### src/rtl/berger_code_scrubber.sv
// -----------------------------------------------------------------------------
// berger_code_scrubber
//
// Purpose:
//   Sweeps every entry of an external memory once per requested pass. Each
//   entry is a Berger-coded 12-bit word, and the block records which entries
//   fail the check. Entry layout:
//     data  = codeword[11:4]
//     check = codeword[3:0] = number of zero bits in data
//   For a pass the block records:
//     - how many entries failed
//     - a per-entry failure bitmap
//     - the lowest failing address
//     - the direction of the damage
//   On a unidirectional error, the direction shows whether bits flipped
//   0->1 (zero count dropped below check) or 1->0 (zero count rose above
//   check).
//
// Ports:
//   clk              system clock, rising edge
//   rst              asynchronous active-high reset
//   start            request one full pass (accepted only when idle)
//   abort            stop the pass in progress (only while reading/checking)
//   mem_rd_en        memory read strobe
//   mem_addr         memory read address
//   mem_rdata        codeword returned one cycle after mem_rd_en
//   busy             high while a pass is reading/checking
//   done             one-cycle pulse on normal completion of a pass
//   err_count        number of failing entries seen in this pass
//   err_map          bit i set when entry i failed
//   first_err_addr   lowest failing address of the pass
//   first_err_valid  first_err_addr holds a real address
//   z2o_seen         some entry had fewer zeros than its check (0->1 damage)
//   o2z_seen         some entry had more zeros than its check (1->0 damage)
// -----------------------------------------------------------------------------
module berger_code_scrubber #(
    parameter  int ADDR_W = 4,
    localparam int DEPTH  = 2**ADDR_W
) (
    input  logic              clk,
    input  logic              rst,
    input  logic              start,
    input  logic              abort,
    output logic              mem_rd_en,
    output logic [ADDR_W-1:0] mem_addr,
    input  logic [11:0]       mem_rdata,
    output logic              busy,
    output logic              done,
    output logic [ADDR_W:0]   err_count,
    output logic [DEPTH-1:0]  err_map,
    output logic [ADDR_W-1:0] first_err_addr,
    output logic              first_err_valid,
    output logic              z2o_seen,
    output logic              o2z_seen
);

    typedef enum logic [1:0] {
        S_IDLE  = 2'd0,
        S_READ  = 2'd1,
        S_CHECK = 2'd2,
        S_DONE  = 2'd3
    } state_t;

    localparam logic [ADDR_W-1:0] LAST_ADDR = ADDR_W'(DEPTH - 1);
    localparam logic [ADDR_W:0]   CNT_MAX   = (ADDR_W + 1)'(DEPTH);

    state_t r_state;
    state_t w_state_next;

    logic [ADDR_W-1:0] r_addr;
    logic [ADDR_W:0]   r_err_count;
    logic [DEPTH-1:0]  r_err_map;
    logic [ADDR_W-1:0] r_first_err_addr;
    logic              r_first_err_valid;
    logic              r_z2o_seen;
    logic              r_o2z_seen;

    // -------------------------------------------------------------------------
    // Berger check of the returned codeword
    // -------------------------------------------------------------------------
    logic [7:0] w_data;
    logic [3:0] w_check;
    logic [3:0] w_zero_term [8];
    logic [3:0] w_zero_count;
    logic       w_mismatch;
    logic       w_fewer_zeros;

    assign w_data  = mem_rdata[11:4];
    assign w_check = mem_rdata[3:0];

    // One term per data bit: 1 when that bit is zero.
    generate
        for (genvar gi = 0; gi < 8; gi++) begin : g_zero_term
            assign w_zero_term[gi] = {3'b000, ~w_data[gi]};
        end
    endgenerate

    always_comb begin
        w_zero_count = '0;
        for (int i = 0; i < 8; i++) begin
            w_zero_count = w_zero_count + w_zero_term[i];
        end
    end

    // The zero count never exceeds 8. Check values 9..15 therefore always
    // compare as "fewer zeros than check" and land in the 0->1 bucket.
    assign w_mismatch    = (w_zero_count != w_check);
    assign w_fewer_zeros = (w_zero_count <  w_check);

    // -------------------------------------------------------------------------
    // Control qualifiers
    // -------------------------------------------------------------------------
    logic w_start_accept;
    logic w_check_commit;
    logic w_last_addr;

    assign w_start_accept = (r_state == S_IDLE) && start;
    // An abort during CHECK discards that entry's result entirely.
    assign w_check_commit = (r_state == S_CHECK) && !abort;
    assign w_last_addr    = (r_addr == LAST_ADDR);

    // -------------------------------------------------------------------------
    // FSM: state register
    // -------------------------------------------------------------------------
    always_ff @(posedge clk or posedge rst) begin
        if (rst) begin
            r_state <= S_IDLE;
        end else begin
            r_state <= w_state_next;
        end
    end

    // -------------------------------------------------------------------------
    // FSM: next state and state-decoded outputs
    // -------------------------------------------------------------------------
    always_comb begin
        w_state_next = r_state;
        mem_rd_en    = 1'b0;
        busy         = 1'b0;
        done         = 1'b0;
        case (r_state)
            S_IDLE: begin
                if (start) begin
                    w_state_next = S_READ;
                end
            end
            S_READ: begin
                mem_rd_en = 1'b1;
                busy      = 1'b1;
                if (abort) begin
                    w_state_next = S_IDLE;
                end else begin
                    w_state_next = S_CHECK;
                end
            end
            S_CHECK: begin
                busy = 1'b1;
                if (abort) begin
                    w_state_next = S_IDLE;
                end else if (w_last_addr) begin
                    w_state_next = S_DONE;
                end else begin
                    w_state_next = S_READ;
                end
            end
            S_DONE: begin
                done         = 1'b1;
                w_state_next = S_IDLE;
            end
            default: begin
                w_state_next = S_IDLE;
            end
        endcase
    end

    // -------------------------------------------------------------------------
    // Address counter and result registers
    // Results only change on an accepted start (clear) or a committed CHECK.
    // They therefore hold across DONE, abort and idle time.
    // -------------------------------------------------------------------------
    always_ff @(posedge clk or posedge rst) begin
        if (rst) begin
            r_addr            <= '0;
            r_err_count       <= '0;
            r_err_map         <= '0;
            r_first_err_addr  <= '0;
            r_first_err_valid <= 1'b0;
            r_z2o_seen        <= 1'b0;
            r_o2z_seen        <= 1'b0;
        end else if (w_start_accept) begin
            r_addr            <= '0;
            r_err_count       <= '0;
            r_err_map         <= '0;
            r_first_err_addr  <= '0;
            r_first_err_valid <= 1'b0;
            r_z2o_seen        <= 1'b0;
            r_o2z_seen        <= 1'b0;
        end else if (w_check_commit) begin
            if (w_mismatch) begin
                r_err_map[r_addr] <= 1'b1;
                // Each entry is counted at most once per pass, so DEPTH is
                // the ceiling; the guard keeps the counter from ever rolling.
                if (r_err_count != CNT_MAX) begin
                    r_err_count <= r_err_count + 1'b1;
                end
                if (!r_first_err_valid) begin
                    r_first_err_addr  <= r_addr;
                    r_first_err_valid <= 1'b1;
                end
                if (w_fewer_zeros) begin
                    r_z2o_seen <= 1'b1;
                end else begin
                    r_o2z_seen <= 1'b1;
                end
            end
            // The last address is held rather than wrapped; DONE follows.
            if (!w_last_addr) begin
                r_addr <= r_addr + 1'b1;
            end
        end
    end

    assign mem_addr        = r_addr;
    assign err_count       = r_err_count;
    assign err_map         = r_err_map;
    assign first_err_addr  = r_first_err_addr;
    assign first_err_valid = r_first_err_valid;
    assign z2o_seen        = r_z2o_seen;
    assign o2z_seen        = r_o2z_seen;

endmodule

### config.mk
export PLATFORM = sky130hd
export DESIGN_NAME = berger_code_scrubber
export DESIGN_NICKNAME = d
export VERILOG_FILES = /design/src/rtl/berger_code_scrubber.sv
export SDC_FILE = /design/constraint.sdc
export NUM_CORES = 1
export LEC_CHECK = 0
export BUFFER_PORTS_ARGS = -buffer_cell sky130_fd_sc_hd__buf_4
export CAP_MARGIN = 10
export CORE_UTILIZATION = 40
export CTS_CLUSTER_SIZE = 16
export DETAILED_ROUTE_END_ITERATION = 8
export GPL_TIMING_DRIVEN = 0
export PLACE_DENSITY = 0.68
export SLEW_MARGIN = 20
export SYNTH_ARGS = -nofsm -noshare
export SYNTH_HDL_FRONTEND = slang
export SYNTH_SLANG_ARGS = --single-unit
### constraint.sdc
create_clock -name clk -period 2.08 [get_ports clk]
set_clock_uncertainty 0.1 [all_clocks]
set_input_delay 0.312 -clock clk [delete_from_list [all_inputs] [get_ports clk]]
set_output_delay 0.312 -clock clk [all_outputs]
set_load 0.005 [all_outputs]
* Word-level counts from Yosys, hierarchy flattened
Index checks and enable logic that the tools add are counted.
W data, S select, Z words.
** Operators by class
- Shift-type cells :: 0
- $lt $le $gt $ge :: 3
- Multipliers :: 0
- Mux-type cells :: 35
- $add $sub $neg :: 9
- Equal/unequal tests :: 10
- Div/mod/pow operators :: 0
- Bitwise logic cells :: 9
- Reductions and logical operators :: 16
** Operator list (number)
- $mux W16 :: 3
- $mux W4 :: 7
- $mux W5 :: 4
- $add A4 B1 Y4 :: 4
- $or A16 B16 Y16 :: 1
- $mux W1 :: 15
- $reduce_and A3 Y1 :: 4
- $mux W2 :: 4
- $not A1 Y1 :: 8
- $pmux W2 S4 :: 1
- $reduce_bool A2 Y1 :: 4
- $add A5 B1 Y5 const B :: 1
- $lt A4 B5 Y1 const B :: 1
- $ne A5 B5 Y1 const B :: 1
- $add A3 B1 Y4 :: 1
- $add A4 B1 Y4 const B :: 1
- $demux W1 S4 :: 1
- $eq A2 B2 Y1 const B :: 2
- $eq A4 B4 Y1 const B :: 1
- $ge A4 B1 Y1 const B :: 1
- $lt A4 B4 Y1 :: 1
- $ne A2 B1 Y1 const B :: 2
- $ne A2 B2 Y1 const B :: 2
- $ne A4 B4 Y1 :: 1
- other kinds (8) :: 11
** Storage, ports and cells
- Bits in writable memories :: 0
- Memories :: 0
- Register bits after elaboration :: 34
- Logic and storage cells :: 90
- Output and inout bits :: 35
- Bits in latches :: 0
- ROM bits :: 0
- Input bits :: 16

* Logic depth before layout (Yosys ltp)
Gate-level depths: netlist of the first run.
- Word-level depth :: 13
- Depth in mapped cells :: 15
- Mapped depth without buffers :: 13

* Worst setup path after synthesis of the first run
No wires, ideal clock.
- Kind :: input to register
- Start :: input port mem_rdata[10]
- End :: register r_first_err_addr[0], in the netlist first_err_addr[0]
- Arrival time :: 3.531 ns
- Setup time :: 0.132 ns
- Slack :: -1.683 ns
- Stages :: 14
- Data required time :: 1.848 ns
- Path buffers :: 1
- Path through :: fa_1 > inv_1 > fa_1 > fa_1 > ha_1 > inv_1 > fa_1 > inv_1 > ha_1 > and4_4 > buf_6 > nor3_4 > mux2i_1 > nor2_1
** Between the ends
- Word-level cells in the longest chain between the ends :: 6
** Ends and longest elaborated chain
- from (decl) :: RTL line 46 : input logic [11:0] mem_rdata,
- $not A1 Y1 :: RTL line 94 : assign w_zero_term[gi] = {3'b000, ~w_data[gi]};
- $add A4 B1 Y4 (2 in series) :: RTL line 101 : w_zero_count = w_zero_count + w_zero_term[i];
- $ne A4 B4 Y1 :: RTL line 107 : assign w_mismatch = (w_zero_count != w_check);
- $reduce_bool A2 Y1 (no source line)
- $reduce_and A3 Y1 (no source line)
- to (signal assigned) :: RTL line 207 : r_first_err_addr <= r_addr;
- to (decl) :: RTL line 73 : logic [ADDR_W-1:0] r_first_err_addr;
Every way passes these cells.
A chain may end at the register's enable or synchronous reset.

* Worst setup path in the final report of the first run
- Start :: input port mem_rdata[10]
- End :: register r_err_map[3], in the netlist err_map[3]
** Between the ends
- Word-level cells in the longest chain between the ends :: 6
** Ends and longest elaborated chain
- $not A1 Y1 :: RTL line 94
- $add A4 B1 Y4 (2 in series) :: RTL line 101
- $ne A4 B4 Y1 :: RTL line 107
- $reduce_bool A2 Y1 (no source line)
- $reduce_and A2 Y1 (no source line)
- to (signal assigned) :: RTL line 185 : r_err_map <= '0;
- to (signal assigned) :: RTL line 193 : r_err_map <= '0;
- to (signal, indexed assignment) :: RTL line 200 : r_err_map[r_addr] <= 1'b1;
- to (decl) :: RTL line 72 : logic [DEPTH-1:0] r_err_map;
Every way passes these cells.

==> results.py, run 1 <==
metrics = {
    "setup_path": {
        "setup.worst_path.end_class": "flip-flop",
        "r2r_slack_ns": 0.14,
        "path_class": "in2reg",
        "crit_required_ns": 2.15,
        "r2r.worst_path.cells": 6,
        "r2r-start": "r_state[0]",
        "r2r-end": "err_count[0]",
        "arrival_ns": 3.69,
        "crit_fanout": 6,
        "start_kind": "primary input",
    },
    "outcome": {
        "status": "finished, violations left",
        "violations": "DRC, setup timing",
    },
    "floorplan": {
        "fp-row-count": 24,
        "die_h_um": 70.89,
        "core_area_mm2": 0.004444,
        "dieArea_mm2": 0.005025,
        "ioPinCount": 51,
        "initial_core_util": 0.4271,
        "die_w_um": 70.89,
    },
    "place": {
        "gp_congestion": 0.7233,
        "place_area_mm2": 0.002345,
        "place_ws_ns": -1.956,
        "dpl.hpwl_mm": 2.927,
        "port_buffers": 50,
        "dp_cells": 300,
    },
    "global_route": {
        "grt_pass1_wl_mm": 7.176,
        "grt_antenna_before_repair": 0,
        "grt_max_degree": 35,
        "gr-usage-all-layers": 0.1842,
        "grt_pass1_vias": 1539,
        "grt_overflow_total": 0,
    },
    "sta": {
        "fin_setup_tns_ns": -40.81,
        "slew_headroom": 0.5212,
        "worst_slew_pin_slew_ns": 0.7172,
        "fin_crit_sh": 1.741,
        "drv_slew": 0,
        "setup_viol": 28,
        "setup_ws_ns": -1.542,
        "timing.hold.ws_ns": 0.03375,
        "clock.fmax_mhz": 276.1,
        "finalHoldViolations": 0,
        "fin_crit_ns": 3.622,
        "rsz0062_at_grt": "true",
    },
    "pwr": {
        "p_int_mw": 1.405,
        "seqPwrFrac": 0.365,
        "power_leakage_nw": 1.318,
        "swShare": 0.3649,
        "p_comb_frac": 0.405,
        "powerDensity_mw_per_mm2": 836.2,
        "total_power_mw": 2.212,
        "switchingPower_uw": 807.1,
        "ir_drop_mv": 0.4065,
        "clock_power_share": 0.230,
    },
    "clock_tree": {
        "clk_pin_slew_ns": 0.07,
        "clockBufferDepth": 2,
        "htreeDepth": 2,
        "cts.sinks": 34,
        "clock_latency_ns": 0.29,
        "cts_tree": "built",
        "cts_made_buffers": 5,
        "clockRootBuffer": "clkbuf_8",
    },
    "finish": {
        "nets": 297,
        "finalInstanceArea_mm2": 0.002645,
        "area_delta_synth_final_pct": 39.35,
        "post-route-util": 0.5952,
        "drive_above_1_share": 0.3846,
        "antenna-diode-count": 0,
        "stdcell_count": 312,
    },
    "drt": {
        "wire_per_inst_um": 13.18,
        "avgViaCountPerCell": 4.949,
        "vias": 1544,
        "drtIter0Drc": 71,
        "drcViolationCount": 4,
        "drtAntennaViolNets": 0,
        "firstDrtPassIters": 6,
        "drt_wl_total_mm": 4.113,
    },
    "yosys": {
        "synth_top_family_by_area": "simple AND/OR/NAND/NOR gates",
        "synthMuxAreaShare": 0.02637,
        "synth_seq_cells": 34,
        "synth_area_leader_cell": "dfrtp_1",
        "yosysWarnings": 0,
        "syn_area_mm2": 0.001898,
        "yosys.area_share.simple": 0.1786,
        "synth-xor-area-share": 0.02307,
        "yosysSeqAreaShare": 0.4483,
        "synth-adder-area-share": 0.1608,
        "synth_area_leaders": "dfrtp_1 45%, ha_1 12%, nand2_1 5.1%, inv_1 4.5%, fa_1 4.2%",
        "synth-compound-area-share": 0.09361,
        "syn-num-nets": 236,
        "synth.avg_cell_area_um2": 9.586,
        "synth.distinct_cells": 34,
        "synthCells": 198,
        "synth_top_area_frac": 0.4483,
    },
    "min_path": {
        "min_path_type": "in2async",
    },
    "job": {
        "max_cap_viol_count": 0,
    },
}
==> worst max-delay path: stages <==
cell and delay (ns):
buf_6 0.09, fa_1 0.53, inv_1 0.05, fa_1 0.45
fa_1 0.49, ha_2 0.18, inv_2 0.04, fa_2 0.52
inv_2 0.04, ha_4 0.25, and4_4 0.29, nor2_4 0.07
buf_6 0.15, a31oi_1 0.16, nor2_1 0.06
==> power groups by stage <==
| stage | sequential (mW) | combinational [mW] | clock (mW) |
|---|---|---|---|
| 2_1_floorplan | 0.806 | 0.480 | 0 |
| 3_3_place_gp | 0.814 | 0.741 | 0 |
| 3_5_place_dp | 0.816 | 0.747 | 0 |
| 4_1_cts | 0.803 | 0.817 | 0.523 |
| 5_1_grt | 0.821 | 1.00 | 0.552 |
| 6_report | 0.807 | 0.896 | 0.509 |
==> per-layer routing <==
metal / track usage / routed length (um) / vias up
met2: 0.2895 / 1891 / 32
li1: - / - / 766
met3: 0.05413 / 197 / 3
met5: 0 / 0 / -
met4: 0.04667 / 38 / 0
met1: 0.2514 / 1986 / 743
==> final cells by class <==
class,instances,area [um2]
clock inverter,1,5.005
multi-input combinational,133,1086
inverter,23,86.33
timing repair buffer,55,427.9
fill,382,1799
buffer,7,37.54
clock buffer,7,86.33
sequential,34,850.8
tap,52,65.06
==> registers in the layout, indices dropped and copies added, names as in the netlist <==
register	count
r_state	2
first_err_valid	1
err_count	5
err_map	16
mem_addr	4
o2z_seen	1
z2o_seen	1
first_err_addr	4
==> worst max-delay path by stage <==
stage | start | cells past startpoint | to
6_report | mem_rdata[10] | 15 | err_map[3]
4_1_cts | mem_rdata[10] | 14 | first_err_addr[0]
3_5_place_dp | mem_rdata[10] | 15 | first_err_addr[0]
3_3_place_gp | mem_rdata[10] | 15 | first_err_addr[1]
5_1_grt | mem_rdata[10] | 15 | err_map[11]
2_1_floorplan | mem_rdata[10] | 14 | first_err_addr[0]
==> cell usage after synthesis <==
library cell   n
nand3b_1       1
a21oi_1        9
a41o_1         1
ha_1          18
buf_6          1
a311oi_1       1
o21ai_1        9
nand2_1       26
a22o_1         1
o22ai_1        1
inv_1         23
nor2_4         1
o21ai_0        7
buf_2          3
nor3_4         1
mux2i_1        5
and3_1         1
and2_1         1
nand2_2        2
dfrtp_1       34
nand4bb_1      1
a31oi_1        3
nor2b_1        4
nand4_1        1
buf_4          1
clkbuf_1       3
nor2_1        18
nor3_1         3
fa_1           4
nand2b_1       1
nand3_1        6
nand2b_2       1
and4_4         1
xnor2_1        5
==> cells by family after synthesis <==
kind of cell,count (synthesis)
adders and majority gates,22
buffers and inverters,31
AOI/OAI and AO/OA,32
muxes,5
and+or+nand+nor,69
xor gates and xnor gates,5
DFF,34
==> layout by cell type, fill, tap and decap left out, types with 4 or more instances in the layout <==
cell      count
buf_4        52
dfrtp_1      34
nand2_1      24
inv_1        20
nor2_1       17
ha_1         16
o21ai_2      12
a21oi_1       6
clkbuf_8      6
nand3_1       5
mux2i_1       5
xnor2_1       5
clkbuf_1      4
nor2b_1       4
==> timing repair <==
item / 4_1_cts / 5_1_grt
endpoints found under the setup margin: 28 / 28
gates cloned: 1 / 0
pin swaps: 15 / 10
resized for setup: 23 / 21
hold buffers: 0 / 0
buffers inserted: 2 / 2
No activity file was read; power rests on OpenSTA's default activity.
==> run 2, diff against run 1 <==
==> constraint.sdc (replaced) <==
create_clock -name clk -period 2.08 [get_ports clk]
set_clock_uncertainty 0.1 [all_clocks]
set_input_delay 0.208 -clock clk [delete_from_list [all_inputs] [get_ports clk]]
set_output_delay 0.208 -clock clk [all_outputs]
set_load 0.005 [all_outputs]
==> results.py, run 2 (synthesis results as in run 1) <==
metrics = {
    "sta": {
        "clock.fmax_mhz": 284.2,
        "finalHoldViolations": 0,
        "worst_slew_pin_slew_ns": 0.7172,
        "slew_headroom": 0.5212,
        "fin_crit_ns": 3.518,
        "fin_crit_sh": 1.691,
        "setup_ws_ns": -1.438,
        "setup_viol": 28,
        "timing.hold.ws_ns": 0.09301,
        "rsz0062_at_grt": "true",
        "drv_slew": 0,
    },
    "floorplan": {
        "initial_core_util": 0.4271,
        "die_h_um": 70.89,
        "dieArea_mm2": 0.005025,
        "ioPinCount": 51,
        "die_w_um": 70.89,
        "fp-row-count": 24,
        "core_area_mm2": 0.004444,
    },
    "setup_path": {
        "start_kind": "primary input",
        "r2r.worst_path.cells": 6,
        "r2r-start": "r_state[0]",
        "setup.worst_path.end_class": "flip-flop",
        "path_class": "in2reg",
        "crit_fanout": 6,
        "arrival_ns": 3.59,
        "r2r_slack_ns": 0.14,
        "crit_required_ns": 2.15,
        "r2r-end": "err_count[0]",
    },
    "global_route": {
        "gr-usage-all-layers": 0.1842,
        "grt_antenna_before_repair": 0,
        "grt_max_degree": 35,
        "grt_pass1_vias": 1539,
        "grt_pass1_wl_mm": 7.176,
        "grt_overflow_total": 0,
    },
    "outcome": {
        "violations": "DRC, setup timing",
        "status": "finished, violations left",
    },
    "pwr": {
        "swShare": 0.3648,
        "powerDensity_mw_per_mm2": 833.6,
        "p_int_mw": 1.406,
        "seqPwrFrac": 0.365,
        "switchingPower_uw": 807.4,
        "clock_power_share": 0.230,
        "ir_drop_mv": 0.4065,
        "p_comb_frac": 0.406,
        "power_leakage_nw": 1.322,
    },
    "clock_tree": {
        "cts_tree": "built",
        "clock_latency_ns": 0.29,
        "clockRootBuffer": "clkbuf_8",
        "clockBufferDepth": 2,
        "htreeDepth": 2,
        "clk_pin_slew_ns": 0.07,
        "cts_made_buffers": 5,
        "cts.sinks": 34,
    },
    "finish": {
        "antenna-diode-count": 0,
        "mostFrequentLayoutCell": "buf_4",
        "nets": 298,
        "fillers": 380,
        "finalInstanceArea_mm2": 0.002655,
        "drive_above_1_share": 0.3831,
        "area_delta_synth_final_pct": 39.88,
        "final_cell_mix": "52 x buf_4, 34 x dfrtp_1, 24 x nand2_1",
        "largest_reg_flops": 16,
    },
    "drt": {
        "drtAntennaViolNets": 0,
        "drcViolationCount": 4,
        "drtIter0Drc": 63,
        "vias": 1546,
        "wire_per_inst_um": 13.17,
        "drt_wl_total_mm": 4.121,
        "avgViaCountPerCell": 4.939,
        "firstDrtPassIters": 6,
    },
    "place": {
        "dpl.hpwl_mm": 2.927,
        "gp_congestion": 0.7233,
        "port_buffers": 50,
        "place_area_mm2": 0.002345,
    },
    "min_path": {
        "hold_path_depth": 4,
        "min_path_type": "in2reg",
        "min_from": "abort",
        "whs_endpoint": "r_state[1]",
    },
    "job": {
        "max_cap_viol_count": 0,
    },
}
[run 2: cell types whose count changed in the layout (fill, tap and decap cells not counted), sizes merged]
cell	change
dlygate4sd3	+1
[run 2: how the worst max path moves through the flow]
stage / from / cells past startpoint / slack, ns / to
global route: mem_rdata[10] / 15 / -1.51 / err_map[11]
CTS: mem_rdata[10] / 14 / -1.41 / first_err_addr[0]
floorplan: mem_rdata[10] / 14 / -1.58 / first_err_addr[0]
global placement: mem_rdata[10] / 15 / -1.85 / first_err_addr[1]
finish: mem_rdata[10] / 15 / -1.44 / err_map[3]
detailed placement: mem_rdata[10] / 15 / -1.85 / first_err_addr[0]
[run 2: final cells by class]
| type | count | area [um2] | area share |
|---|---|---|---|
| Timing Repair Buffer | 56 | 437.9 | 0.1649 |
| Sequential cell | 34 | 850.8 | 0.3205 |
| Multi-Input combinational cell | 133 | 1086 | 0.4090 |
| Buffer | 7 | 37.54 | 0.01414 |
| Inverter | 23 | 86.33 | 0.03252 |
| Clock inverter | 1 | 5.005 | 0.001885 |
| Tap cell | 52 | 65.06 | 0.02451 |
| Clock buffer | 7 | 86.33 | 0.03252 |
[run 2: power by group through the flow]
stage | Combinational (mW) | Clock, mW | Sequential (mW)
6_report | 0.898 | 0.509 | 0.807
5_1_grt | 1.00 | 0.552 | 0.821
4_1_cts | 0.818 | 0.523 | 0.803
3_5_place_dp | 0.747 | 0 | 0.816
3_3_place_gp | 0.741 | 0 | 0.814
2_1_floorplan | 0.480 | 0 | 0.806
[run 2: routing by layer]
| metal | GRT usage | vias up | wire (um) |
|---|---|---|---|
| met1 | 0.2514 | 743 | 1990 |
| met2 | 0.2895 | 32 | 1893 |
| li1 | - | 768 | - |
| met3 | 0.05413 | 3 | 198 |
| met5 | 0 | - | 0 |
| met4 | 0.04667 | 0 | 38 |
[run 2: stage by stage]
stage	util	power, mW	setup slack (ns)	setup TNS (ns)	instances
global route	0.5974	2.377	-1.508	-39.93	313
global placement	0.5276	1.555	-1.849	-48.90	300
finish	0.5974	2.213	-1.438	-37.90	313
floorplan	-	1.286	-1.579	-41.34	198
detailed placement	0.5276	1.563	-1.852	-49.06	300
CTS	0.5709	2.144	-1.413	-37.60	311
[run 2: worst max-delay path, cell delays in order]
cell and delay [ns]:
buf_6 0.09, fa_1 0.53, inv_1 0.05, fa_1 0.45, fa_1 0.49, ha_2 0.18, inv_2 0.04, fa_2 0.52
inv_2 0.04, ha_4 0.25, and4_4 0.29, nor2_4 0.07, buf_6 0.15, a31oi_1 0.16, nor2_1 0.06
[run 2: timing repair]
item | 4_1_cts | 5_1_grt
endpoints found under the hold margin | 34 | 0
resized for setup | 23 | 21
endpoints found under the setup margin | 28 | 28
buffers inserted | 2 | 2
gates cloned | 1 | 0
pin swaps | 15 | 10
hold buffers | 1 | 0
